File: src/rtl/pipeline_hazard_ctrl_if.sv
// Hazard-controller bundle: decoded ID/EX fields in, pipeline register controls out.
interface pipeline_hazard_ctrl_if #(
    parameter int PERF_W = 16
);
    logic [4:0]        id_rs;
    logic [4:0]        id_rt;
    logic              id_uses_rt;
    logic              ex_mem_read;
    logic [4:0]        ex_rt;
    logic              ex_is_muldiv;
    logic              ex_branch_taken;
    logic              pc_write;
    logic              if_id_write;
    logic              if_id_flush;
    logic              id_ex_write;
    logic              id_ex_flush;
    logic              ex_mem_flush;
    logic              busy;
    logic [PERF_W-1:0] stall_count;

    // Pipeline side: supplies decoded fields, consumes the controls
    modport master (
        output id_rs, id_rt, id_uses_rt, ex_mem_read, ex_rt, ex_is_muldiv, ex_branch_taken,
        input  pc_write, if_id_write, if_id_flush, id_ex_write, id_ex_flush, ex_mem_flush,
               busy, stall_count
    );

    // Controller side
    modport slave (
        input  id_rs, id_rt, id_uses_rt, ex_mem_read, ex_rt, ex_is_muldiv, ex_branch_taken,
        output pc_write, if_id_write, if_id_flush, id_ex_write, id_ex_flush, ex_mem_flush,
               busy, stall_count
    );
endinterface

File: src/rtl/pipeline_hazard_ctrl.sv
// Hazard/stall controller for the 5-stage MIPS pipeline: load-use bubbles,
// taken-branch flushes and multi-cycle mult/div front-end freeze.
module pipeline_hazard_ctrl #(
    parameter int MULDIV_LAT = 4,
    parameter int CNT_W      = 3,
    parameter int PERF_W     = 16
) (
    input logic                  clk,
    input logic                  rst,
    pipeline_hazard_ctrl_if.slave hz
);
    typedef enum logic {RUN, MULDIV} state_t;

    localparam bit              MD_EN      = (MULDIV_LAT >= 2);
    localparam int              CNT_INIT_I = MD_EN ? (MULDIV_LAT - 2) : 0;
    localparam logic [CNT_W-1:0] CNT_INIT  = CNT_INIT_I[CNT_W-1:0];

    state_t            state_q, state_d;
    logic [CNT_W-1:0]  cnt_q, cnt_d;
    logic [PERF_W-1:0] stall_q;

    logic lu;
    logic pc_write_c, if_id_write_c, if_id_flush_c;
    logic id_ex_write_c, id_ex_flush_c, ex_mem_flush_c, busy_c;

    // Load-use hazard: EX load targets a non-$0 register read by the ID instruction
    always_comb begin
        lu = hz.ex_mem_read && (hz.ex_rt != 5'd0) &&
             ((hz.ex_rt == hz.id_rs) || (hz.id_uses_rt && (hz.ex_rt == hz.id_rt)));
    end

    // Next-state and control outputs; reset forces every control low without a clock
    always_comb begin
        state_d        = state_q;
        cnt_d          = cnt_q;
        pc_write_c     = 1'b1;
        if_id_write_c  = 1'b1;
        id_ex_write_c  = 1'b1;
        if_id_flush_c  = 1'b0;
        id_ex_flush_c  = 1'b0;
        ex_mem_flush_c = 1'b0;
        busy_c         = 1'b0;
        if (rst) begin
            pc_write_c    = 1'b0;
            if_id_write_c = 1'b0;
            id_ex_write_c = 1'b0;
        end else begin
            unique case (state_q)
                RUN: begin
                    if (MD_EN && hz.ex_is_muldiv) begin
                        pc_write_c     = 1'b0;
                        if_id_write_c  = 1'b0;
                        id_ex_write_c  = 1'b0;
                        ex_mem_flush_c = 1'b1;
                        busy_c         = 1'b1;
                        state_d        = MULDIV;
                        cnt_d          = CNT_INIT;
                    end else if (hz.ex_branch_taken) begin
                        if_id_flush_c = 1'b1;
                        id_ex_flush_c = 1'b1;
                    end else if (lu) begin
                        pc_write_c    = 1'b0;
                        if_id_write_c = 1'b0;
                        id_ex_flush_c = 1'b1;
                    end
                end
                MULDIV: begin
                    if (cnt_q != '0) begin
                        pc_write_c     = 1'b0;
                        if_id_write_c  = 1'b0;
                        id_ex_write_c  = 1'b0;
                        ex_mem_flush_c = 1'b1;
                        busy_c         = 1'b1;
                        cnt_d          = cnt_q - CNT_W'(1);
                    end else begin
                        state_d = RUN;
                    end
                end
                default: state_d = RUN;
            endcase
        end
    end

    // State and mult/div countdown registers
    always_ff @(posedge clk or posedge rst) begin
        if (rst) begin
            state_q <= RUN;
            cnt_q   <= '0;
        end else begin
            state_q <= state_d;
            cnt_q   <= cnt_d;
        end
    end

    // Saturating count of cycles in which the PC was held
    always_ff @(posedge clk or posedge rst) begin
        if (rst) begin
            stall_q <= '0;
        end else if (!pc_write_c && (stall_q != '1)) begin
            stall_q <= stall_q + PERF_W'(1);
        end
    end

    assign hz.pc_write     = pc_write_c;
    assign hz.if_id_write  = if_id_write_c;
    assign hz.if_id_flush  = if_id_flush_c;
    assign hz.id_ex_write  = id_ex_write_c;
    assign hz.id_ex_flush  = id_ex_flush_c;
    assign hz.ex_mem_flush = ex_mem_flush_c;
    assign hz.busy         = busy_c;
    assign hz.stall_count  = stall_q;
endmodule

File: src/flat_wrapper.sv
// flat-port wrapper written by rule: the top's interface ports become plain ports
module pipeline_hazard_ctrl_flat 
#(
    parameter int MULDIV_LAT = 4,
    parameter int CNT_W      = 3,
    parameter int PERF_W     = 16
)
  (clk, rst, hz_id_rs, hz_id_rt, hz_id_uses_rt, hz_ex_mem_read, hz_ex_rt, hz_ex_is_muldiv, hz_ex_branch_taken, hz_pc_write, hz_if_id_write, hz_if_id_flush, hz_id_ex_write, hz_id_ex_flush, hz_ex_mem_flush, hz_busy, hz_stall_count);
  pipeline_hazard_ctrl_if #(.PERF_W(PERF_W)) hz_i ();
  input logic clk;
  input logic rst;
  input wire logic [$bits(hz_i.id_rs)-1:0] hz_id_rs;
  input wire logic [$bits(hz_i.id_rt)-1:0] hz_id_rt;
  input wire logic [$bits(hz_i.id_uses_rt)-1:0] hz_id_uses_rt;
  input wire logic [$bits(hz_i.ex_mem_read)-1:0] hz_ex_mem_read;
  input wire logic [$bits(hz_i.ex_rt)-1:0] hz_ex_rt;
  input wire logic [$bits(hz_i.ex_is_muldiv)-1:0] hz_ex_is_muldiv;
  input wire logic [$bits(hz_i.ex_branch_taken)-1:0] hz_ex_branch_taken;
  output wire logic [$bits(hz_i.pc_write)-1:0] hz_pc_write;
  output wire logic [$bits(hz_i.if_id_write)-1:0] hz_if_id_write;
  output wire logic [$bits(hz_i.if_id_flush)-1:0] hz_if_id_flush;
  output wire logic [$bits(hz_i.id_ex_write)-1:0] hz_id_ex_write;
  output wire logic [$bits(hz_i.id_ex_flush)-1:0] hz_id_ex_flush;
  output wire logic [$bits(hz_i.ex_mem_flush)-1:0] hz_ex_mem_flush;
  output wire logic [$bits(hz_i.busy)-1:0] hz_busy;
  output wire logic [$bits(hz_i.stall_count)-1:0] hz_stall_count;
  assign hz_i.id_rs = hz_id_rs;
  assign hz_i.id_rt = hz_id_rt;
  assign hz_i.id_uses_rt = hz_id_uses_rt;
  assign hz_i.ex_mem_read = hz_ex_mem_read;
  assign hz_i.ex_rt = hz_ex_rt;
  assign hz_i.ex_is_muldiv = hz_ex_is_muldiv;
  assign hz_i.ex_branch_taken = hz_ex_branch_taken;
  assign hz_pc_write = hz_i.pc_write;
  assign hz_if_id_write = hz_i.if_id_write;
  assign hz_if_id_flush = hz_i.if_id_flush;
  assign hz_id_ex_write = hz_i.id_ex_write;
  assign hz_id_ex_flush = hz_i.id_ex_flush;
  assign hz_ex_mem_flush = hz_i.ex_mem_flush;
  assign hz_busy = hz_i.busy;
  assign hz_stall_count = hz_i.stall_count;
  pipeline_hazard_ctrl #(.MULDIV_LAT(MULDIV_LAT), .CNT_W(CNT_W), .PERF_W(PERF_W)) u_core (.clk(clk), .rst(rst), .hz(hz_i));
endmodule
File: config.mk
export PLATFORM = sky130hd
export DESIGN_NAME = pipeline_hazard_ctrl_flat
export DESIGN_NICKNAME = d
export VERILOG_FILES = /design/src/rtl/pipeline_hazard_ctrl_if.sv /design/src/rtl/pipeline_hazard_ctrl.sv /design/src/flat_wrapper.sv
export SDC_FILE = /design/constraint.sdc
export NUM_CORES = 1
export LEC_CHECK = 0
export BUFFER_PORTS_ARGS = -buffer_cell sky130_fd_sc_hd__buf_2
export CAP_MARGIN = 5
export CORE_ASPECT_RATIO = 0.8
export CORE_UTILIZATION = 48
export DETAILED_ROUTE_END_ITERATION = 6
export GPL_TIMING_DRIVEN = 1
export PLACE_DENSITY = 0.79
export SYNTH_ARGS = -nofsm -noshare
export SYNTH_HDL_FRONTEND = slang
export SYNTH_SLANG_ARGS = --single-unit
export TNS_END_PERCENT = 10
File: constraint.sdc
create_clock -name clk -period 2.9 [get_ports clk]
set_input_delay 0.145 -clock clk [delete_from_list [all_inputs] [get_ports clk]]
set_output_delay 0.145 -clock clk [all_outputs]
set_load 0.05 [all_outputs]
Yosys cells after proc, flatten, opt, wreduce, memory -nomap -nowiden
Index checks and enable logic that the tools add are counted.
{ "classes": {"add_sub_neg": 2, "eq_ne": 5, "mux": 25, "n_bitwise": 2, "reduce_logical": 9} }
{ "op_table": {"columns": ["cell", "count"], "rows": [
  ["two-way mux 1 bit", 19],
  ["adder 16 x 1 -> 16 bit (second input constant)", 1],
  ["inequality test 16 bit (second input constant)", 1],
  ["== test 5 bit", 2],
  ["two-way mux 3 bit", 2],
  ["one-hot mux 1 bit (2 select lines)", 3],
  ["one-hot mux 3 bit (2 select lines)", 1],
  ["nonzero test 5 bit", 1],
  ["logical AND 1 bit", 4],
  ["inequality test 2 bit (second input constant)", 2],
  ["AND reduction 3 bit", 1],
  ["nonzero test 3 bit", 1],
  ["subtractor 3 x 1 -> 3 bit (second input constant)", 1],
  ["inverter 1 bit", 2],
  ["logical NOT 1 bit", 1],
  ["logical OR 1 bit", 1]
]} }
{ "word_totals": {"register_bits": 20, "inputBits": 21, "out_inout_bits": 23, "word_cells": 46} }

Depth between registers and ports, before layout
Gate-level depths: netlist (run 1).
{ "logic_depth": {"word_depth": 11, "ltp_mapped": 11, "mapped_depth_nobuf": 10} }

Worst setup path before layout (run 1)
No wires, ideal clock.
{ "synth_timing": {"path_type": "register to register", "start": "register u_core.cnt_q[0]", "end": "register u_core.stall_q[4], in the netlist u_core.hz.stall_count[4]", "setup_ns": 0.142, "arrival_ns": 2.488, "t_required_ns": 2.758, "slack_ns": 0.270, "stages_incl_launch_ff": 12, "path_buffers": 1, "cell_sequence": "dfrtp_1 > inv_1 > ha_1 > ha_1 > nor2b_1 > a21oi_1 > and2_1 > o21a_1 > a41oi_4 > buf_6 > nand3_1 > xnor2_1"} }
{ "synth_via": {"elab_chain_cells": 6} }
{ "synth_rtl": {"columns": ["item", "line", "source"], "rows": [
  ["start, declared", "pipeline_hazard_ctrl.sv:19", "logic [CNT_W-1:0] cnt_q, cnt_d;"],
  ["start signal, assigned", "pipeline_hazard_ctrl.sv:91", "cnt_q <= cnt_d;"],
  ["nonzero test 3 bit", "pipeline_hazard_ctrl.sv:68", "if (cnt_q != '0) begin"],
  ["two-way mux 1 bit", null, null],
  ["one-hot mux 1 bit (2 select lines)", null, null],
  ["two-way mux 1 bit", null, null],
  ["net hz_if_id_write", "flat_wrapper.sv:20", "output wire logic [$bits(hz_i.if_id_write)-1:0] hz_if_id_write;"],
  ["logical NOT 1 bit", "pipeline_hazard_ctrl.sv:99", "end else if (!pc_write_c && (stall_q != '1)) begin"],
  ["logical AND 1 bit", "pipeline_hazard_ctrl.sv:99", null],
  ["end signal, assigned", "pipeline_hazard_ctrl.sv:100", "stall_q <= stall_q + PERF_W'(1);"],
  ["end, declared", "pipeline_hazard_ctrl.sv:20", "logic [PERF_W-1:0] stall_q;"]
]} }
The timed path passes the listed nets, and every way through them passes these cells.
A chain may end at the register's enable or synchronous reset.

Final worst setup path (run 1)
{ "layout_timing": {"start": "register u_core.cnt_q[0]", "end": "register u_core.stall_q[1], in the netlist u_core.hz.stall_count[1]"} }
{ "layout_via": {"elab_chain_cells": 6} }
{ "layout_rtl": {"columns": ["item", "line", "source"], "rows": [
  ["nonzero test 3 bit", "pipeline_hazard_ctrl.sv:68", null],
  ["two-way mux 1 bit", "pipeline_hazard_ctrl.sv:68", null],
  ["one-hot mux 1 bit (2 select lines)", "pipeline_hazard_ctrl.sv:48", "unique case (state_q)"],
  ["two-way mux 1 bit", "pipeline_hazard_ctrl.sv:43", "if (rst) begin"],
  ["logical NOT 1 bit", "pipeline_hazard_ctrl.sv:99", null],
  ["logical AND 1 bit", "pipeline_hazard_ctrl.sv:99", null]
]} }
Every way passes these cells.

==> results.cfg, run 1 <==
[worst_hold_path]
min-delay-start = hz_ex_is_muldiv
hp-class = primary input to flop
hold_path_end = u_core.cnt_q[2]
hold_depth = 4

[power]
ir_drop_mv = 0.800
switching_share_pct = 50.3
internal_power_uw = 624
cellLeakagePower_nw = 0.693
powerDensity_mw_per_mm2 = 901
pwr-share-seq_pct = 34.6
power_frac_comb_pct = 52.8
p_switching_uw = 632
clock_power_share_pct = 12.5

[floorplanning]
core_sq_mm = 0.00220
dieArea_sq_mm = 0.00256
placementRows = 15
fp.dieH_um = 45.4
ioPinCount = 44
die_x_um = 56.3
start_util_pct = 51.6

[finish]
layout-drive-gt1-share_pct = 34.9
n_fill_cell = 194
utilization_pct = 63.5
fin_cells = 174
fin_nets = 174
postLayoutCellArea_sq_mm = 0.00140
area_growth_pct = 23.2
diodes = 0

[yosys]
avgSynthCellArea_sq_um = 10.7
synth_area_sq_mm = 0.00113
synth-compound-area-share_pct = 9.61
yosys.area_share.simple_pct = 17.6
syn_nets = 130
synth_top_family_by_area = XOR/XNOR gates
synth_mux_area_share_pct = 0.994
ys_ff_latch = 20
synthXorXnorAreaFrac_pct = 19.3
synth_cell_types = 31
synth_fa_ha_area_share_pct = 3.31
ys_warn_count = 0
yosysSeqAreaShare_pct = 44.2
syn_inst = 106

[cts]
root_buffer = clkbuf_4
ctsHoldBuffers = 1
cts_buffer_depth = 2
cts_setup_buffers = 0
cts_tree = built
cts_sinks = 20
cts_max_level = 1
clock_latency_ns = 0.30
clk_pin_slew_ns = 0.10
cts_resized = 0
cts_inserted_buffers = 3

[grt]
grt_busiest_layer = met2
met3_usage_pct = 5.97
grt_util_all_layers_pct = 18.7
met1_usage_pct = 25.6
grt_pass1_vias = 805
use_met2_pct = 30.5
overflow = 0
grt_max_degree = 21
grt_first_pass_wirelength_um = 3660
grt_antenna_before_repair = 0

[critical_path]
path_cells = inv_1 -> ha_1 -> ha_1 -> nor2b_1 -> a21oi_1 -> and2_1 -> o21a_1 -> a41oi_4 -> mux2_1
cp_max_fo = 16
r2r_end = u_core.hz.stall_count[1]
worst-r2r-cell-count = 9
crit_path_end_kind = flop
crit_required_ns = 3.08
slowest_delay_ns = 0.44
crit_path_start_kind = flop
r2r-start = u_core.cnt_q[0]
crit_slowest_cell = a41oi_4
path_common_cell = ha_1
arrival_ns = 2.48
ff2ff_setup_slack_ns = 0.60
crit_type = flop to flop

[detailed_routing]
drc = 0
wl_per_cell_um = 13.1
avgViaCountPerCell = 5.32
vias = 925
drtIter0Drc = 17
ant_nets = 0
routed_wl_um = 2280
drt_pass1_iterations = 4

[timing]
maxSlewHeadroom_pct = 67.6
setup_viol_count_final = 0
finalMaxSlewViolations = 0
report.final.hold_viol_count = 0
fin_skew_ns = 0.0133
min_period_ns = 2.30
period_share_pct = 79.4
grt_setup_unrepaired = false
worst_pin_slew_ns = 0.485
fmax_ghz = 0.434
tns_ns = 0

[placement]
placed_cells = 169
hpwl_um = 1810
portBuffers = 43
place_area_sq_mm = 0.00135
place.gp.congestion = 0.733

[job]
drv_cap = 0

[run_status]
status = finished, final reports clean
metal layers:
| layer | up-vias | wire length, um |
|---|---|---|
| li1 | 461 | - |
| met1 | 439 | 1090 |
| met2 | 25 | 1090 |
| met3 | 0 | 97 |
| met4 | 0 | 0 |
| met5 | - | 0 |
cells by family (layout without fill, tap and decap cells):
kind of cell | count (synthesis) | count (layout)
AND/OR/NAND/NOR | 33 | 33
XOR/XNOR | 25 | 25
flip-flops | 20 | 20
AO/OA/AOI/OAI | 13 | 13
buffers and inverters | 11 | 54
adder cells (fa/ha/maj) | 3 | 3
multiplexers | 1 | 1
registers in the layout (all words and copies together) (netlist names):
name and flops:
u_core.cnt_q 3, u_core.hz.stall_count 16, u_core.state_q 1
worst max-delay path by stage:
stage                    start  cells after the start                        to
2_1_floorplan  u_core.cnt_q[0]                     11  u_core.hz.stall_count[4]
3_3_place_gp   u_core.cnt_q[0]                      9  u_core.hz.stall_count[1]
3_5_place_dp   u_core.cnt_q[0]                      9  u_core.hz.stall_count[1]
4_1_cts        u_core.cnt_q[0]                      9  u_core.hz.stall_count[1]
5_1_grt        u_core.cnt_q[0]                      9  u_core.hz.stall_count[1]
6_report       u_core.cnt_q[0]                      9  u_core.hz.stall_count[1]
critical path, delay by kind of cell (launching register included):
| kind | cells | cell delay, ns |
|---|---|---|
| buffers and inverters | 1 | 0.05 |
| AND/OR/NAND/NOR | 2 | 0.33 |
| flip-flops | 1 | 0.38 |
| adder cells (fa/ha/maj) | 2 | 0.42 |
| multiplexers | 1 | 0.36 |
| AO/OA/AOI/OAI | 3 | 0.67 |
synth_stat cells:
cell / n / area [sq um]
xnor2_1: 15 / 131
a21oi_1: 2 / 10.0
buf_4: 2 / 15.0
nand4_1: 5 / 31.3
nor2b_1: 1 / 6.26
mux2_1: 1 / 11.3
o21ai_0: 2 / 10.0
inv_1: 5 / 18.8
o21ai_1: 1 / 5.00
nor4_1: 1 / 6.26
nor2_1: 4 / 15.0
o41ai_1: 2 / 17.5
a41oi_4: 1 / 27.5
and3_4: 2 / 22.5
nor3_1: 2 / 10.0
o21a_1: 2 / 15.0
and4_1: 1 / 8.76
buf_6: 1 / 11.3
and4_4: 1 / 11.3
clkbuf_1: 3 / 11.3
dfrtp_1: 20 / 500
a32oi_1: 1 / 8.76
and3_1: 3 / 18.8
nand3_1: 7 / 35.0
or4_1: 1 / 7.51
ha_1: 3 / 37.5
xor2_1: 10 / 87.6
a211o_1: 1 / 8.76
and2_1: 3 / 18.8
a31oi_1: 1 / 6.26
nand2_1: 2 / 7.51
power groups by stage:
| stage | sequential [mW] | combinational, mW | clock, mW |
|---|---|---|---|
| global placement | 0.433 | 0.648 | 0 |
| detailed placement | 0.438 | 0.662 | 0 |
| CTS | 0.433 | 0.666 | 0.165 |
| global route | 0.445 | 0.714 | 0.174 |
| floorplan | 0.595 | 0.373 | 0 |
| finish | 0.435 | 0.664 | 0.158 |
area by class of cell:
cell class | count | area (sq um) | share of cell area [%]
multi-input cells | 75 | 576 | 41.3
repair buffers | 45 | 233 | 16.7
clock buffers | 4 | 36.3 | 2.60
flip-flops and latches | 20 | 500 | 35.9
inverters | 5 | 18.8 | 1.35
well taps | 25 | 31.3 | 2.24
cell usage in the layout (no fill, tap or decap), types with 2 or more instances in the layout:
| master | instances |
|---|---|
| and3_1 | 3 |
| xor2_1 | 10 |
| nand3_1 | 7 |
| ha_1 | 3 |
| nand2_1 | 2 |
| xnor2_1 | 15 |
| o41ai_1 | 2 |
| o21ai_0 | 2 |
| dfrtp_1 | 20 |
| clkbuf_4 | 3 |
| a21oi_1 | 2 |
| nor2_1 | 4 |
| and2_1 | 3 |
| and3_4 | 2 |
| buf_2 | 43 |
| inv_1 | 5 |
| nand4_1 | 5 |
| o21a_1 | 2 |
| nor3_1 | 2 |
through the flow:
| stage | setup slack [ns] | hold WS (ns) | total power [mW] |
|---|---|---|---|
| floorplan | 0.270 | 0.290 | 0.968 |
| detailed placement | 0.628 | 0.273 | 1.10 |
| finish | 0.596 | 0.298 | 1.26 |
| CTS | 0.605 | 0.285 | 1.26 |
| global placement | 0.716 | 0.262 | 1.08 |
| global route | 0.459 | 0.330 | 1.33 |
Note: power is estimated with default switching activity, not from simulation.
==> inputs of run 2 (changes only) <==
==> constraint.sdc (replaced) <==
create_clock -name clk -period 2.3 [get_ports clk]
set_input_delay 0.115 -clock clk [delete_from_list [all_inputs] [get_ports clk]]
set_output_delay 0.115 -clock clk [all_outputs]
set_load 0.05 [all_outputs]
==> run 2 against run 1 <==
Compared with the run above:
- setup slack worse by 0.47 ns
- via count up 2.4%
- wire length up 1.3%
- global-route usage up 0.48 points
- flip-flop and latch count unchanged
- critical endpoint unchanged
==> results.cfg, run 2 (synthesis gave the netlist of run 1 again) <==
[power]
pwr-share-seq_pct = 31.6
p_switching_uw = 813
powerDensity_mw_per_mm2 = 1180
switching_share_pct = 47.2
cellLeakagePower_nw = 0.723
ir_drop_mv = 0.921
internal_power_uw = 909
power.total_mw = 1.72
clock_power_share_pct = 16.5
power_frac_comb_pct = 51.8

[job]
drv_cap = 0

[cts]
cts_buffer_depth = 2
root_buffer = clkbuf_4
clk_pin_slew_ns = 0.11
clock_latency_ns = 0.30
cts_max_level = 1
cts_tree = built
cts_sinks = 20
cts_inserted_buffers = 3

[timing]
fmax_ghz = 0.460
min_period_ns = 2.17
grt_setup_unrepaired = false
finalMaxSlewViolations = 0
setup_viol_count_final = 0
period_share_pct = 94.5
fin_skew_ns = 0.00236
report.final.hold_viol_count = 0
tns_ns = 0
maxSlewHeadroom_pct = 76.7
worst_pin_slew_ns = 0.344

[worst_hold_path]
hold_path_end = u_core.cnt_q[2]
hold_depth = 4
hp-class = primary input to flop
min-delay-start = hz_ex_is_muldiv

[grt]
grt_first_pass_wirelength_um = 3710
grt_antenna_before_repair = 0
grt_max_degree = 21
grt_util_all_layers_pct = 19.2
overflow = 0
grt_pass1_vias = 886

[floorplanning]
fp.dieH_um = 45.4
placementRows = 15
dieArea_sq_mm = 0.00256
start_util_pct = 51.6
die_x_um = 56.3
ioPinCount = 44
core_sq_mm = 0.00220

[detailed_routing]
ant_nets = 0
drtIter0Drc = 31
avgViaCountPerCell = 5.32
drt_pass1_iterations = 4
drc = 0
wl_per_cell_um = 13.0
vias = 947
routed_wl_um = 2310

[placement]
place.gp.congestion = 0.847
portBuffers = 43
hpwl_um = 1770
place_area_sq_mm = 0.00137

[run_status]
status = finished, final reports clean

[critical_path]
crit_type = flop to flop
ff2ff_setup_slack_ns = 0.13
crit_path_end_kind = flop
worst-r2r-cell-count = 10
arrival_ns = 2.37
crit_path_start_kind = flop
cp_max_fo = 4
r2r-start = u_core.cnt_q[0]
r2r_end = u_core.hz.stall_count[1]
crit_required_ns = 2.49

[finish]
area_growth_pct = 28.4
final_cell_mix = buf_2, dfrtp_1, xnor2_1
largest_reg_flops = 16
postLayoutCellArea_sq_mm = 0.00145
fin_nets = 178
layout_commonest_cell = buf_2
diodes = 0
layout-drive-gt1-share_pct = 37.9
-- run 2: cell types whose count changed in the layout (fill, tap and decap cells not counted) --
cell and change:
bufinv_16 +1, and2_2 +1, o21a_4 +1, buf_4 +3
and2_1 -1, buf_6 +1, o21a_1 -1, clkbuf_8 -1
-- run 2: worst max path at each step --
stage,start,endpoint,slack (ns),depth (start not counted)
3_3_place_gp,u_core.cnt_q[0],u_core.hz.stall_count[1],0.17,10
2_1_floorplan,u_core.cnt_q[0],u_core.hz.stall_count[4],0.01,11
5_1_grt,u_core.cnt_q[1],hz_if_id_write,0.007,8
3_5_place_dp,u_core.cnt_q[0],u_core.hz.stall_count[8],0.06,11
6_report,u_core.cnt_q[0],u_core.hz.stall_count[1],0.13,10
4_1_cts,u_core.cnt_q[0],u_core.hz.stall_count[8],0.04,11
-- run 2: layout make-up --
type                       count  area, sq um
fill                         186          742
multi-input combinational     75          584
sequential                    20          500
timing repair buffer          49          267
tap                           25         31.3
clock inverter                 1         30.0
clock buffer                   3         22.5
inverter                       5         18.8
-- run 2: power by group through the flow --
| stage | clock [mW] | sequential [mW] | combinational (mW) |
|---|---|---|---|
| 2_1_floorplan | 0 | 0.750 | 0.480 |
| 3_3_place_gp | 0 | 0.543 | 0.841 |
| 3_5_place_dp | 0 | 0.550 | 0.863 |
| 4_1_cts | 0.297 | 0.545 | 0.867 |
| 5_1_grt | 0.312 | 0.558 | 0.949 |
| 6_report | 0.285 | 0.545 | 0.893 |
-- run 2: metal layers --
| layer | up-vias | GRT usage, % | part of all wire, % |
|---|---|---|---|
| li1 | 466 | - | - |
| met1 | 443 | 23.6 | 44 |
| met2 | 36 | 33.1 | 48 |
| met3 | 2 | 3.13 | 6.3 |
| met4 | 0 | 11.2 | 0.95 |
| met5 | - | 0 | 0 |
-- run 2: worst max-delay path: stages (launching register included) --
cell and delay (ns):
dfrtp_1 0.37, inv_1 0.05, ha_1 0.19, ha_1 0.23, nor2b_1 0.12, a21oi_1 0.07
and2_2 0.23, o21a_4 0.13, a41oi_4 0.22, buf_4 0.17, mux2_1 0.30
-- run 2: timing repair --
item | CTS | global route
hold buffers | 1 | 0
resized for setup | 0 | 1
setup endpoints to repair | 0 | 11
setup buffers | 0 | 2
hold endpoints to repair | 20 | 0
-- run 2: stage by stage --
stage | std cells | utilization [%] | hold WS [ns] | setup slack (ns)
after floorplan | 106 | - | 0.260 | 0.0123
after global placement | 171 | 62.5 | 0.226 | 0.171
after detailed placement | 171 | 62.5 | 0.244 | 0.0612
after CTS | 176 | 65.4 | 0.266 | 0.0421
after global routing | 178 | 66.2 | 0.264 | 0.00711
final | 178 | 66.2 | 0.298 | 0.126
